==> src/rtl/regfile_wr_arbiter_pkg.sv <==
// Shared widths and priority-state type for the register-file write arbiter.
package regfile_pkg;

    localparam int REG_AW     = 3;
    localparam int REG_DW     = 8;
    localparam int NUM_WR_REQ = 2;
    localparam int CNT_W      = 16;

    // Names the requester that wins when both are valid in the same cycle.
    typedef enum logic {
        PRI0 = 1'b0,
        PRI1 = 1'b1
    } pri_t;

endpackage : regfile_pkg

==> src/rtl/regfile_wr_arbiter_if.sv <==
// Requester/register-file bundle for regfile_wr_arbiter.
// Grant counters and their clear exist only when REGFILE_WR_ARB_STATS_EN is defined.
interface regfile_wr_arbiter_if;
    import regfile_pkg::*;

    logic              req0_valid;
    logic [REG_AW-1:0] req0_addr;
    logic [REG_DW-1:0] req0_data;
    logic              req0_ready;

    logic              req1_valid;
    logic [REG_AW-1:0] req1_addr;
    logic [REG_DW-1:0] req1_data;
    logic              req1_ready;

    logic              wr_stall;

    logic              wr_en;
    logic [REG_AW-1:0] wr_addr;
    logic [REG_DW-1:0] wr_data;

`ifdef REGFILE_WR_ARB_STATS_EN
    logic [CNT_W-1:0]  gnt0_count;
    logic [CNT_W-1:0]  gnt1_count;
    logic              stats_clr;
`endif

    modport slave (
`ifdef REGFILE_WR_ARB_STATS_EN
        input  stats_clr,
        output gnt0_count, gnt1_count,
`endif
        input  req0_valid, req0_addr, req0_data,
        input  req1_valid, req1_addr, req1_data,
        input  wr_stall,
        output req0_ready, req1_ready,
        output wr_en, wr_addr, wr_data
    );

    modport master (
`ifdef REGFILE_WR_ARB_STATS_EN
        output stats_clr,
        input  gnt0_count, gnt1_count,
`endif
        output req0_valid, req0_addr, req0_data,
        output req1_valid, req1_addr, req1_data,
        output wr_stall,
        input  req0_ready, req1_ready,
        input  wr_en, wr_addr, wr_data
    );

endinterface : regfile_wr_arbiter_if

==> src/rtl/regfile_wr_arbiter_rr_arb2.sv <==
// Two-way round-robin grant logic with the PRI0/PRI1 priority FSM.
// Grants are combinational; the favoured requester flips only on an actual grant.
module rr_arb2
    import regfile_pkg::*;
(
    input  logic                  i_clk,
    input  logic                  i_rst_n,
    input  logic [NUM_WR_REQ-1:0] i_valid,
    input  logic                  i_stall,
    output logic [NUM_WR_REQ-1:0] o_gnt
);

    pri_t                  r_state;
    pri_t                  w_state_nxt;
    logic [NUM_WR_REQ-1:0] w_gnt;

    always_ff @(posedge i_clk or negedge i_rst_n) begin
        if (!i_rst_n) begin
            r_state <= PRI0;
        end else begin
            r_state <= w_state_nxt;
        end
    end

    always_comb begin
        w_gnt       = '0;
        w_state_nxt = r_state;

        if (!i_stall) begin
            case (i_valid)
                2'b01:   w_gnt = 2'b01;
                2'b10:   w_gnt = 2'b10;
                2'b11:   w_gnt = (r_state == PRI0) ? 2'b01 : 2'b10;
                default: w_gnt = 2'b00;
            endcase
        end

        // Whoever was just served loses priority for the next contest.
        if (w_gnt[0]) begin
            w_state_nxt = PRI1;
        end else if (w_gnt[1]) begin
            w_state_nxt = PRI0;
        end
    end

    assign o_gnt = w_gnt;

endmodule : rr_arb2

==> src/rtl/regfile_wr_arbiter.sv <==
// Arbitrates two register-file write requesters onto one write port (1-cycle latency).
// Optional grant counters are built when REGFILE_WR_ARB_STATS_EN is defined.
module regfile_wr_arbiter
    import regfile_pkg::*;
(
    input  logic                 clk,
    input  logic                 rst_n,
    regfile_wr_arbiter_if.slave  bus
);

    logic [NUM_WR_REQ-1:0] w_gnt;
    logic                  w_take;
    logic [REG_AW-1:0]     w_sel_addr;
    logic [REG_DW-1:0]     w_sel_data;

    logic                  r_vld_p1;
    logic [REG_AW-1:0]     r_addr_p1;
    logic [REG_DW-1:0]     r_data_p1;

    rr_arb2 u_rr_arb2 (
        .i_clk   (clk),
        .i_rst_n (rst_n),
        .i_valid ({bus.req1_valid, bus.req0_valid}),
        .i_stall (bus.wr_stall),
        .o_gnt   (w_gnt)
    );

    assign bus.req0_ready = w_gnt[0];
    assign bus.req1_ready = w_gnt[1];
    assign w_take         = |w_gnt;

    always_comb begin
        w_sel_addr = bus.req0_addr;
        w_sel_data = bus.req0_data;
        if (w_gnt[1]) begin
            w_sel_addr = bus.req1_addr;
            w_sel_data = bus.req1_data;
        end
    end

    // Stage p1: accepted request becomes the write strobe; address/data hold when idle.
    always_ff @(posedge clk or negedge rst_n) begin
        if (!rst_n) begin
            r_vld_p1  <= 1'b0;
            r_addr_p1 <= '0;
            r_data_p1 <= '0;
        end else begin
            r_vld_p1 <= w_take;
            if (w_take) begin
                r_addr_p1 <= w_sel_addr;
                r_data_p1 <= w_sel_data;
            end
        end
    end

    assign bus.wr_en   = r_vld_p1;
    assign bus.wr_addr = r_addr_p1;
    assign bus.wr_data = r_data_p1;

`ifdef REGFILE_WR_ARB_STATS_EN
    logic [CNT_W-1:0] r_gnt0_cnt;
    logic [CNT_W-1:0] r_gnt1_cnt;

    function automatic logic [CNT_W-1:0] sat_inc(input logic [CNT_W-1:0] v);
        return (v == '1) ? v : v + CNT_W'(1);
    endfunction

    // Clear wins over a same-cycle grant.
    always_ff @(posedge clk or negedge rst_n) begin
        if (!rst_n) begin
            r_gnt0_cnt <= '0;
            r_gnt1_cnt <= '0;
        end else if (bus.stats_clr) begin
            r_gnt0_cnt <= '0;
            r_gnt1_cnt <= '0;
        end else begin
            if (w_gnt[0]) r_gnt0_cnt <= sat_inc(r_gnt0_cnt);
            if (w_gnt[1]) r_gnt1_cnt <= sat_inc(r_gnt1_cnt);
        end
    end

    assign bus.gnt0_count = r_gnt0_cnt;
    assign bus.gnt1_count = r_gnt1_cnt;
`endif

endmodule : regfile_wr_arbiter

==> src/flat_wrapper.sv <==
// flat-port wrapper written by rule: the top's interface ports become plain ports
module regfile_wr_arbiter_flat import regfile_pkg::*;
  (clk, rst_n, bus_req0_valid, bus_req0_addr, bus_req0_data, bus_req1_valid, bus_req1_addr, bus_req1_data, bus_wr_stall, bus_req0_ready, bus_req1_ready, bus_wr_en, bus_wr_addr, bus_wr_data);
  regfile_wr_arbiter_if bus_i ();
  input  logic clk;
  input  logic rst_n;
  input wire logic [$bits(bus_i.req0_valid)-1:0] bus_req0_valid;
  input wire logic [$bits(bus_i.req0_addr)-1:0] bus_req0_addr;
  input wire logic [$bits(bus_i.req0_data)-1:0] bus_req0_data;
  input wire logic [$bits(bus_i.req1_valid)-1:0] bus_req1_valid;
  input wire logic [$bits(bus_i.req1_addr)-1:0] bus_req1_addr;
  input wire logic [$bits(bus_i.req1_data)-1:0] bus_req1_data;
  input wire logic [$bits(bus_i.wr_stall)-1:0] bus_wr_stall;
  output wire logic [$bits(bus_i.req0_ready)-1:0] bus_req0_ready;
  output wire logic [$bits(bus_i.req1_ready)-1:0] bus_req1_ready;
  output wire logic [$bits(bus_i.wr_en)-1:0] bus_wr_en;
  output wire logic [$bits(bus_i.wr_addr)-1:0] bus_wr_addr;
  output wire logic [$bits(bus_i.wr_data)-1:0] bus_wr_data;
  assign bus_i.req0_valid = bus_req0_valid;
  assign bus_i.req0_addr = bus_req0_addr;
  assign bus_i.req0_data = bus_req0_data;
  assign bus_i.req1_valid = bus_req1_valid;
  assign bus_i.req1_addr = bus_req1_addr;
  assign bus_i.req1_data = bus_req1_data;
  assign bus_i.wr_stall = bus_wr_stall;
  assign bus_req0_ready = bus_i.req0_ready;
  assign bus_req1_ready = bus_i.req1_ready;
  assign bus_wr_en = bus_i.wr_en;
  assign bus_wr_addr = bus_i.wr_addr;
  assign bus_wr_data = bus_i.wr_data;
  regfile_wr_arbiter u_core (.clk(clk), .rst_n(rst_n), .bus(bus_i));
endmodule
==> config.mk <==
export PLATFORM = sky130hd
export DESIGN_NAME = regfile_wr_arbiter_flat
export DESIGN_NICKNAME = d
export VERILOG_FILES = /design/src/rtl/regfile_wr_arbiter_pkg.sv /design/src/rtl/regfile_wr_arbiter_if.sv /design/src/rtl/regfile_wr_arbiter_rr_arb2.sv /design/src/rtl/regfile_wr_arbiter.sv /design/src/flat_wrapper.sv
export SDC_FILE = /design/constraint.sdc
export NUM_CORES = 1
export LEC_CHECK = 0
export BUFFER_PORTS_ARGS = -buffer_cell sky130_fd_sc_hd__buf_2
export CAP_MARGIN = 20
export CORE_MARGIN = 2
export CORE_UTILIZATION = 42
export CTS_BUF_LIST = sky130_fd_sc_hd__clkbuf_16
export CTS_CLUSTER_SIZE = 25
export DETAILED_ROUTE_END_ITERATION = 8
export PLACE_DENSITY = 0.87
export SYNTH_ARGS = -nofsm -noshare
export SYNTH_HDL_FRONTEND = slang
export SYNTH_SLANG_ARGS = --single-unit
==> constraint.sdc <==
create_clock -name clk -period 2.3 [get_ports clk]
set_input_delay 0.115 -clock clk [delete_from_list [all_inputs] [get_ports clk]]
set_output_delay 0.115 -clock clk [all_outputs]
set_load 0.005 [all_outputs]
==> flow_summary.toml, run 1 <==
[floorplanning]
die_h_um = 41.7
ios = 41
start_util_pct = 45.3
die_area_um2 = 1740
die_w_um = 41.7
rows = 13
fp.coreArea_um2 = 1320

[placement]
dpl.hpwl_um = 1120
gp_congestion = 0.687
placed_cell_area_um2 = 790
port_buffers = 40
placed_cells = 99

[cells_and_area]
area_growth_pct = 47.2
instances_no_fill = 104
final_net_count = 117
drive_gt1_share_pct = 50.6
antenna_cells = 0
final_area_um2 = 878

[route]
wl_met2_um = 745
first_iter_violations = 11
drc_errors = 0
vias = 533
wl_met1_um = 616
top_layer_used = "met3"
wl_per_cell_um = 14.2
detail-route-antenna-nets = 0
vias_per_cell = 5.13
wl_met3_um = 114
routed_wl_um = 1480
first_pass_iters = 4

[sta]
max_freq_mhz = 714
setup_violations = 0
slew_headroom_pct = 53.9
final-max-slew-violation-count = 0
finClkSkew_ps = 1.63
rsz0062_at_grt = "no"
fin_setup_tns_ps = 0
fin_crit_sh_pct = 60.9
min_period_ps = 1400
hold_viol_final = 0
holdWs_ps = 111
worstMarginPinSlew_ps = 690

[clock_tree]
clock_latency_ps = 240
cts_tree = "yes"
root_buffer = "clkbuf_16"
cts_num_sinks = 13
post_cts_buffers = 0
cts_resized = 0
clock_tree.htree_level_count = 1
hold_buffers = 1
clk_pin_slew_ps = 40
cts-buffers-inserted = 3
max-clock-path-buffers = 2

[setup_path]
critPathTopFamily = "compound AO/OA/AOI/OAI gates"
path_cells = "a21boi_2 -> buf_2"
startpoint_type = "register"
critical_path_class = "register to output port"
cp-end-kind = "output port"
crit_fanout = 12
crit_path_start = "u_core.u_rr_arb2.r_state"
arrival_ps = 1290
critPathSlowestCell = "a21boi_2"
r2r-start = "u_core.u_rr_arb2.r_state"
slowest_delay_ps = 450
crit_buf_inv = 1
required_ps = 2180

[logic_synthesis]
yosysTopAreaCell = "dfrtp_1"
ys_seq_area_share_pct = 54.5
avgSynthCellArea_um2 = 12.7
synth.area.top_cells = "dfrtp_1, a221o_1, and2_1"
synth_top_area_share_pct = 54.5
synth.net_count = 74
ys_top_cells_by_count = "dfrtp_1, a221o_1, and2_1"
synth_seq_cells = 13
synthFlopType = "dfrtp_1"
synth_edf_count = 0
yosysWarnings = 0
synth_cell_types = 13
synthCells = 47
synth_area_um2 = 597
synth_async_sr_flop_share_pct = 100
yosysMostFrequentCell = "dfrtp_1"

[global_route]
first_global_vias = 549
grt.overflow.total = 0
antenna_found_initial = 0
grt_pass1_wl_um = 2470
grt.total_usage_pct = 19.0
grt_max_degree = 14

[power]
power_density_nw_per_um2 = 839
p_leak_nw = 0.464
vdd_drop_max_v = 0.000512

[worst_hold_path]
worst_hold_startpoint = "bus_req0_addr[2]"
holdCritPathClass = "primary input to register"

[run]
max_cap_violations = 0

[status]
status = "finished, final reports clean"
## power by group
group	leakage, nW	total, mW	switching [mW]	internal, mW
combinational	0.262	0.141	0.0627	0.0782
clock	0.0423	0.314	0.0856	0.228
sequential	0.160	0.282	0.0167	0.265
total	0.464	0.737	0.165	0.572
## cell type report
| cell class | instances | area [µm²] |
|---|---|---|
| fillers | 93 | 439 |
| multi-input cells | 29 | 238 |
| clock buffers | 3 | 75.1 |
| flip-flops and latches | 13 | 325 |
| well taps | 15 | 18.8 |
| inverters | 2 | 7.51 |
| clock inverters | 1 | 3.75 |
| repair buffers | 41 | 210 |
## logic make-up (layout without fill, tap and decap cells)
group / Yosys count / after routing / share of synthesized area [%]
flops: 13 / 13 / 54.5
compound gates: 15 / 15 / 25.6
buf+inv: 5 / 47 / 5.66
simple gates: 14 / 14 / 14.3
## state kept, by name (all words and copies together) (netlist names)
register                  flops
u_core.bus.wr_addr            3
u_core.bus.wr_data            8
u_core.u_rr_arb2.r_state      1
u_core.bus.wr_en              1
## metrics by stage
step	setup slack (ps)	utilization [%]	power (mW)
after global routing	798	66.7	0.774
final	899	66.7	0.737
after global placement	1100	59.9	0.418
after floorplan	1170	-	0.355
after CTS	879	66.7	0.746
after detailed placement	1060	59.9	0.426
## worst paths after layout
kind / end / cells after the start / slack, ps
max reg2reg: u_core.bus.wr_data[2] / 2 / 1130
min: u_core.bus.wr_addr[2] / 2 / 110
max in group asynchronous: u_core.bus.wr_addr[1] / 2 / 1790
min reg2reg: u_core.bus.wr_addr[2] / 2 / 580
min in group asynchronous: u_core.bus.wr_data[7] / 2 / 290
max: bus_req0_ready / 2 / 900
## per-layer routing
metal | vias to the layer above | track usage [%]
met2 | 29 | 30.3
li1 | 257 | -
met5 | - | 0
met3 | 0 | 3.91
met1 | 247 | 25.1
met4 | 0 | 7.74
## layout by cell type, fill, tap and decap left out
| cell | synthesis | layout |
|---|---|---|
| o21ai_0 | 1 | 1 |
| buf_2 | 0 | 40 |
| dlygate4sd3_1 | 0 | 1 |
| o21bai_1 | 1 | 1 |
| and2_0 | 4 | 4 |
| and2_1 | 7 | 7 |
| nor2b_1 | 2 | 2 |
| a21boi_2 | 1 | 1 |
| clkbuf_16 | 0 | 3 |
| nand2_1 | 1 | 1 |
| inv_1 | 2 | 3 |
| dfrtp_1 | 13 | 13 |
| a221o_1 | 11 | 11 |
| a21boi_4 | 1 | 1 |
No activity file was read; power rests on OpenSTA's default activity.
==> run 2: changes to the inputs <==
CORE_UTILIZATION = 39   (was 42)
PLACE_DENSITY = 0.82   (was 0.87)
clock period = 1.34 ns   (was 2.3 ns; I/O delays follow)
==> run 2 against run 1 <==
Against the previous run:
- worst hold slack worse by 56 ps
- cell area is 2.7% higher
- combinational power is 72% higher
- critical path depth is 1 higher
- critical path type unchanged
- largest power group unchanged
==> flow_summary.toml, run 2 (synthesis results as in run 1) <==
[floorplanning]
fp.coreArea_um2 = 1470
ios = 41
rows = 14
die_w_um = 43.1
start_util_pct = 40.6
die_h_um = 43.1
die_area_um2 = 1860

[setup_path]
r2r-start = "u_core.u_rr_arb2.r_state"
rr_worst_depth = 3
arrival_ps = 1190
r2r_slack_ps = 220
crit_path_start = "u_core.u_rr_arb2.r_state"
timing.rr.end = "u_core.bus.wr_data[0]"
startpoint_type = "register"
critical_path_class = "register to output port"
required_ps = 1270
crit_fanout = 12
cp-end-kind = "output port"

[clock_tree]
clk_pin_slew_ps = 40
cts_num_sinks = 13
cts-buffers-inserted = 3
cts_resized = 0
clock_latency_ps = 240
max-clock-path-buffers = 2
clock_tree.htree_level_count = 1
cts_tree = "yes"
root_buffer = "clkbuf_16"

[worst_hold_path]
worstHoldEndpoint = "u_core.bus.wr_addr[0]"
holdCritPathClass = "primary input to register"
worst_hold_startpoint = "bus_req0_addr[0]"
holdPathStages = 2

[run]
max_cap_violations = 0

[sta]
max_freq_mhz = 795
finClkSkew_ps = 0.594
setup_violations = 0
min_period_ps = 1260
slew_headroom_pct = 76.7
worstMarginPinSlew_ps = 349
rsz0062_at_grt = "no"
fin_crit_sh_pct = 93.9
hold_viol_final = 0
fin_setup_tns_ps = 0
final-max-slew-violation-count = 0

[cells_and_area]
final_area_um2 = 902
area_growth_pct = 51.2
final_net_count = 120
antenna_cells = 0
most-common-layout-cells = "buf_2, dfrtp_1, a221o_1"
drive_gt1_share_pct = 52.2
final_common_cell = "buf_2"
largest_reg_flops = 8

[power]
swShare_pct = 22.1
p_int_uw = 988
seqPwrFrac_pct = 38.0
clkPwrFrac_pct = 42.8
p_leak_nw = 0.479
p_total_mw = 1.27
power_density_nw_per_um2 = 1410
p_comb_share_pct = 19.2
switchingPower_uw = 281
vdd_drop_max_v = 0.000777

[placement]
port_buffers = 40
dpl.hpwl_um = 995
gp_congestion = 0.586
placed_cell_area_um2 = 813

[global_route]
first_global_vias = 465
grt.overflow.total = 0
grt_pass1_wl_um = 1990
grt_max_degree = 14
grt.total_usage_pct = 15.2
antenna_found_initial = 0

[route]
routed_wl_um = 1300
first_pass_iters = 2
vias_per_cell = 4.95
wl_per_cell_um = 12.0
drc_errors = 0
first_iter_violations = 7
detail-route-antenna-nets = 0
vias = 535

[status]
status = "finished, final reports clean"
## run 2: cell types whose count changed in the layout (fill, tap and decap cells not counted)
cell	previous run	this run
buf_4	0	3
## run 2: worst max-delay path by stage
stage | endpoint | slack (ps) | depth (start not counted)
floorplan | u_core.bus.wr_data[2] | 210 | 4
global placement | u_core.bus.wr_data[0] | 230 | 3
detailed placement | u_core.bus.wr_data[0] | 220 | 3
CTS | bus_req1_ready | 60 | 3
global route | bus_req1_ready | 10 | 3
finish | bus_req1_ready | 80 | 3
## run 2: final cells by class
| class | instances | area [µm²] |
|---|---|---|
| clock buffers | 3 | 75.1 |
| flip-flops and latches | 13 | 325 |
| inverters | 2 | 7.51 |
| fillers | 131 | 569 |
| clock inverters | 1 | 3.75 |
| multi-input cells | 29 | 238 |
| repair buffers | 44 | 233 |
| well taps | 16 | 20.0 |
## run 2: routing by layer
metal  part of all wire (%)  vias up  track usage [%]  wire [µm]
li1                       -      265                -          -
met1                     45      235             21.0        582
met2                     41       32             20.0        533
met3                     12        3             5.53        155
met4                    2.2        0             9.09         28
met5                      0        -                0          0
## run 2: metrics by stage
step | util (%) | hold slack [ps] | std cells | setup WS (ps)
2_1_floorplan | - | -229 | 47 | 206
3_3_place_gp | 55.3 | -39.9 | 103 | 233
3_5_place_dp | 55.3 | -38.3 | 103 | 218
4_1_cts | 61.3 | 52.0 | 108 | 55.6
5_1_grt | 61.3 | 55.7 | 108 | 10.1
6_report | 61.3 | 55.5 | 108 | 81.8
## run 2: worst max-delay path, stage by stage, from the launching register on
cell,delay (ps)
dfrtp_1,350
inv_1,90
a21boi_4,330
buf_2,180
## run 2: power by group through the flow
stage | Clock [mW] | Sequential (mW) | Combinational (mW)
floorplan | 0 | 0.493 | 0.115
finish | 0.544 | 0.482 | 0.243
global placement | 0 | 0.487 | 0.241
global route | 0.581 | 0.489 | 0.273
CTS | 0.561 | 0.483 | 0.249
detailed placement | 0 | 0.487 | 0.246
## run 2: timing repair
| item | CTS | global route |
|---|---|---|
| setup endpoints to repair | 0 | 1 |
| endpoints found under the hold margin | 13 | 0 |
| hold buffers | 1 | 0 |
| setup buffers | 0 | 0 |
==> run 3: changes to the inputs <==
CELL_PAD_IN_SITES_DETAIL_PLACEMENT = 1   (was default)
CELL_PAD_IN_SITES_GLOBAL_PLACEMENT = 1   (was default)
CORE_UTILIZATION = 28   (was 39)
PLACE_DENSITY = 0.81   (was 0.82)
==> run 3 against run 2 <==
Against the previous run:
- clock-buffer cell count unchanged
- worst hold slack improved by 3.0 ps
- via count increased by 6.2%
- utilization decreased by 14 points
- fmax increased by 2.3%
- total power increased by 2.2%
- flip-flop and latch count unchanged
- worst setup slack improved by 28 ps
- critical path depth increased by 1
- die area increased by 35%
- register-to-register slack got worse by 110 ps
- largest power group unchanged
==> flow_summary.toml, run 3 (synthesis results as in run 1) <==
[setup_path]
required_ps = 1460
crit_fanout = 6
rr_worst_depth = 4
cp-end-kind = "register"
arrival_ps = 1350
crit_path_start = "u_core.u_rr_arb2.r_state"
startpoint_type = "register"
cp_num_cells = 4
critical_path_class = "register to register"
endpoint = "u_core.bus.wr_data[6]"
r2r_slack_ps = 110
critPathTopFamily = "compound AO/OA/AOI/OAI gates"
critPathSlowestCell = "dfrtp_1"
r2r-start = "u_core.u_rr_arb2.r_state"
crit_buf_inv = 2
path_cells = "inv_1 -> a21boi_4 -> buf_4 -> a221o_1"
timing.rr.end = "u_core.bus.wr_data[6]"
slowest_delay_ps = 390

[route]
drc_errors = 0
first_pass_iters = 3
vias = 568
vias_per_cell = 4.69
routed_wl_um = 1690
first_iter_violations = 11
wl_per_cell_um = 14.0
detail-route-antenna-nets = 0

[sta]
finClkSkew_ps = 1.39
hold_viol_final = 0
worstMarginPinSlew_ps = 308
final-max-slew-violation-count = 0
slew_headroom_pct = 79.5
min_period_ps = 1230
max_freq_mhz = 813
fin_crit_sh_pct = 91.8
holdWs_ps = 58.5
fin_setup_tns_ps = 0
rsz0062_at_grt = "no"
setup_violations = 0

[floorplanning]
fp.coreArea_um2 = 1980
rows = 16
die_h_um = 50.2
die_area_um2 = 2520
ios = 41
start_util_pct = 30.1
die_w_um = 50.2

[worst_hold_path]
holdCritPathClass = "primary input to register"

[clock_tree]
clk_pin_slew_ps = 50
root_buffer = "clkbuf_16"
clock_latency_ps = 240
cts_num_sinks = 13
clock_tree.htree_level_count = 1
max-clock-path-buffers = 2
cts_tree = "yes"
cts_resized = 0
cts-buffers-inserted = 3

[cells_and_area]
drive_gt1_share_pct = 53.2
instances_no_fill = 121
final_common_cell = "buf_2"
most-common-layout-cells = "buf_2, dfrtp_1, a221o_1"
largest_reg_flops = 8
fillers = 227
area_growth_pct = 56.0
final_net_count = 122
antenna_cells = 0

[power]
vdd_drop_max_v = 0.000553
p_leak_nw = 0.490
power_density_nw_per_um2 = 1390

[placement]
placed_cells = 114
gp_congestion = 0.701
dpl.hpwl_um = 1270
port_buffers = 40

[global_route]
first_global_vias = 653
grt_max_degree = 14
grt_pass1_wl_um = 2800
grt.overflow.total = 0
grt.total_usage_pct = 14.6
antenna_found_initial = 0

[run]
max_cap_violations = 0

[status]
status = "finished, final reports clean"
## run 3: cell count changes in the layout (fill, tap and decap cells not counted)
cell | before | now
buf_4 | 3 | 5
## run 3: through the flow
step	cell area (µm²)	util [%]	worst slack [ps]	power (mW)
2_1_floorplan	597	-	206	0.609
3_3_place_gp	827	41.7	252	0.730
3_5_place_dp	827	41.7	208	0.742
4_1_cts	916	46.2	54.4	1.31
5_1_grt	931	47.0	59.6	1.35
6_report	931	47.0	110	1.30
## run 3: power breakdown
| group | internal, mW | leakage, nW | total [mW] | switching [mW] |
|---|---|---|---|---|
| clock | 0.394 | 0.0423 | 0.556 | 0.162 |
| sequential | 0.455 | 0.160 | 0.485 | 0.0299 |
| combinational | 0.146 | 0.288 | 0.258 | 0.112 |
| total | 0.994 | 0.490 | 1.30 | 0.303 |
## run 3: per-layer routing
metal  up-vias  global-route usage (%)  part of all wire (%)
met5         -                       0                     0
met4         0                    5.56                   1.0
met3         2                    2.08                   5.8
met2        20                    27.6                    55
met1       280                    16.2                    38
li1        266                       -                     -
## run 3: worst reg2reg max path, stage by stage (launching register included)
cell      delay, ps
dfrtp_1         390
inv_1           130
a21boi_4         90
buf_4           160
a221o_1         350
## run 3: worst min-delay path by stage
| stage | startpoint | end | slack [ps] | cells past startpoint |
|---|---|---|---|---|
| 2_1_floorplan | rst_n | u_core.bus.wr_addr[0] | -230 | 0 |
| 3_3_place_gp | rst_n | u_core.u_rr_arb2.r_state | -30 | 1 |
| 3_5_place_dp | rst_n | u_core.u_rr_arb2.r_state | -30 | 1 |
| 4_1_cts | bus_req0_data[0] | u_core.bus.wr_data[0] | 60 | 2 |
| 5_1_grt | bus_req1_data[0] | u_core.bus.wr_data[0] | 60 | 2 |
| 6_report | bus_req1_data[0] | u_core.bus.wr_data[0] | 60 | 2 |
## run 3: layout make-up
class | count | area [µm²] | share of cell area (%)
well taps | 27 | 33.8 | 3.63
clock buffers | 3 | 75.1 | 8.06
clock inverters | 1 | 3.75 | 0.403
inverters | 2 | 7.51 | 0.806
flip-flops and latches | 13 | 325 | 34.9
repair buffers | 46 | 248 | 26.6
multi-input cells | 29 | 238 | 25.5
## run 3: timing repair
| action | in CTS | in global routing |
|---|---|---|
| hold endpoints to repair | 13 | 0 |
| buffers inserted | 0 | 2 |
| hold buffers | 1 | 0 |
| endpoints found under the setup margin | 0 | 1 |
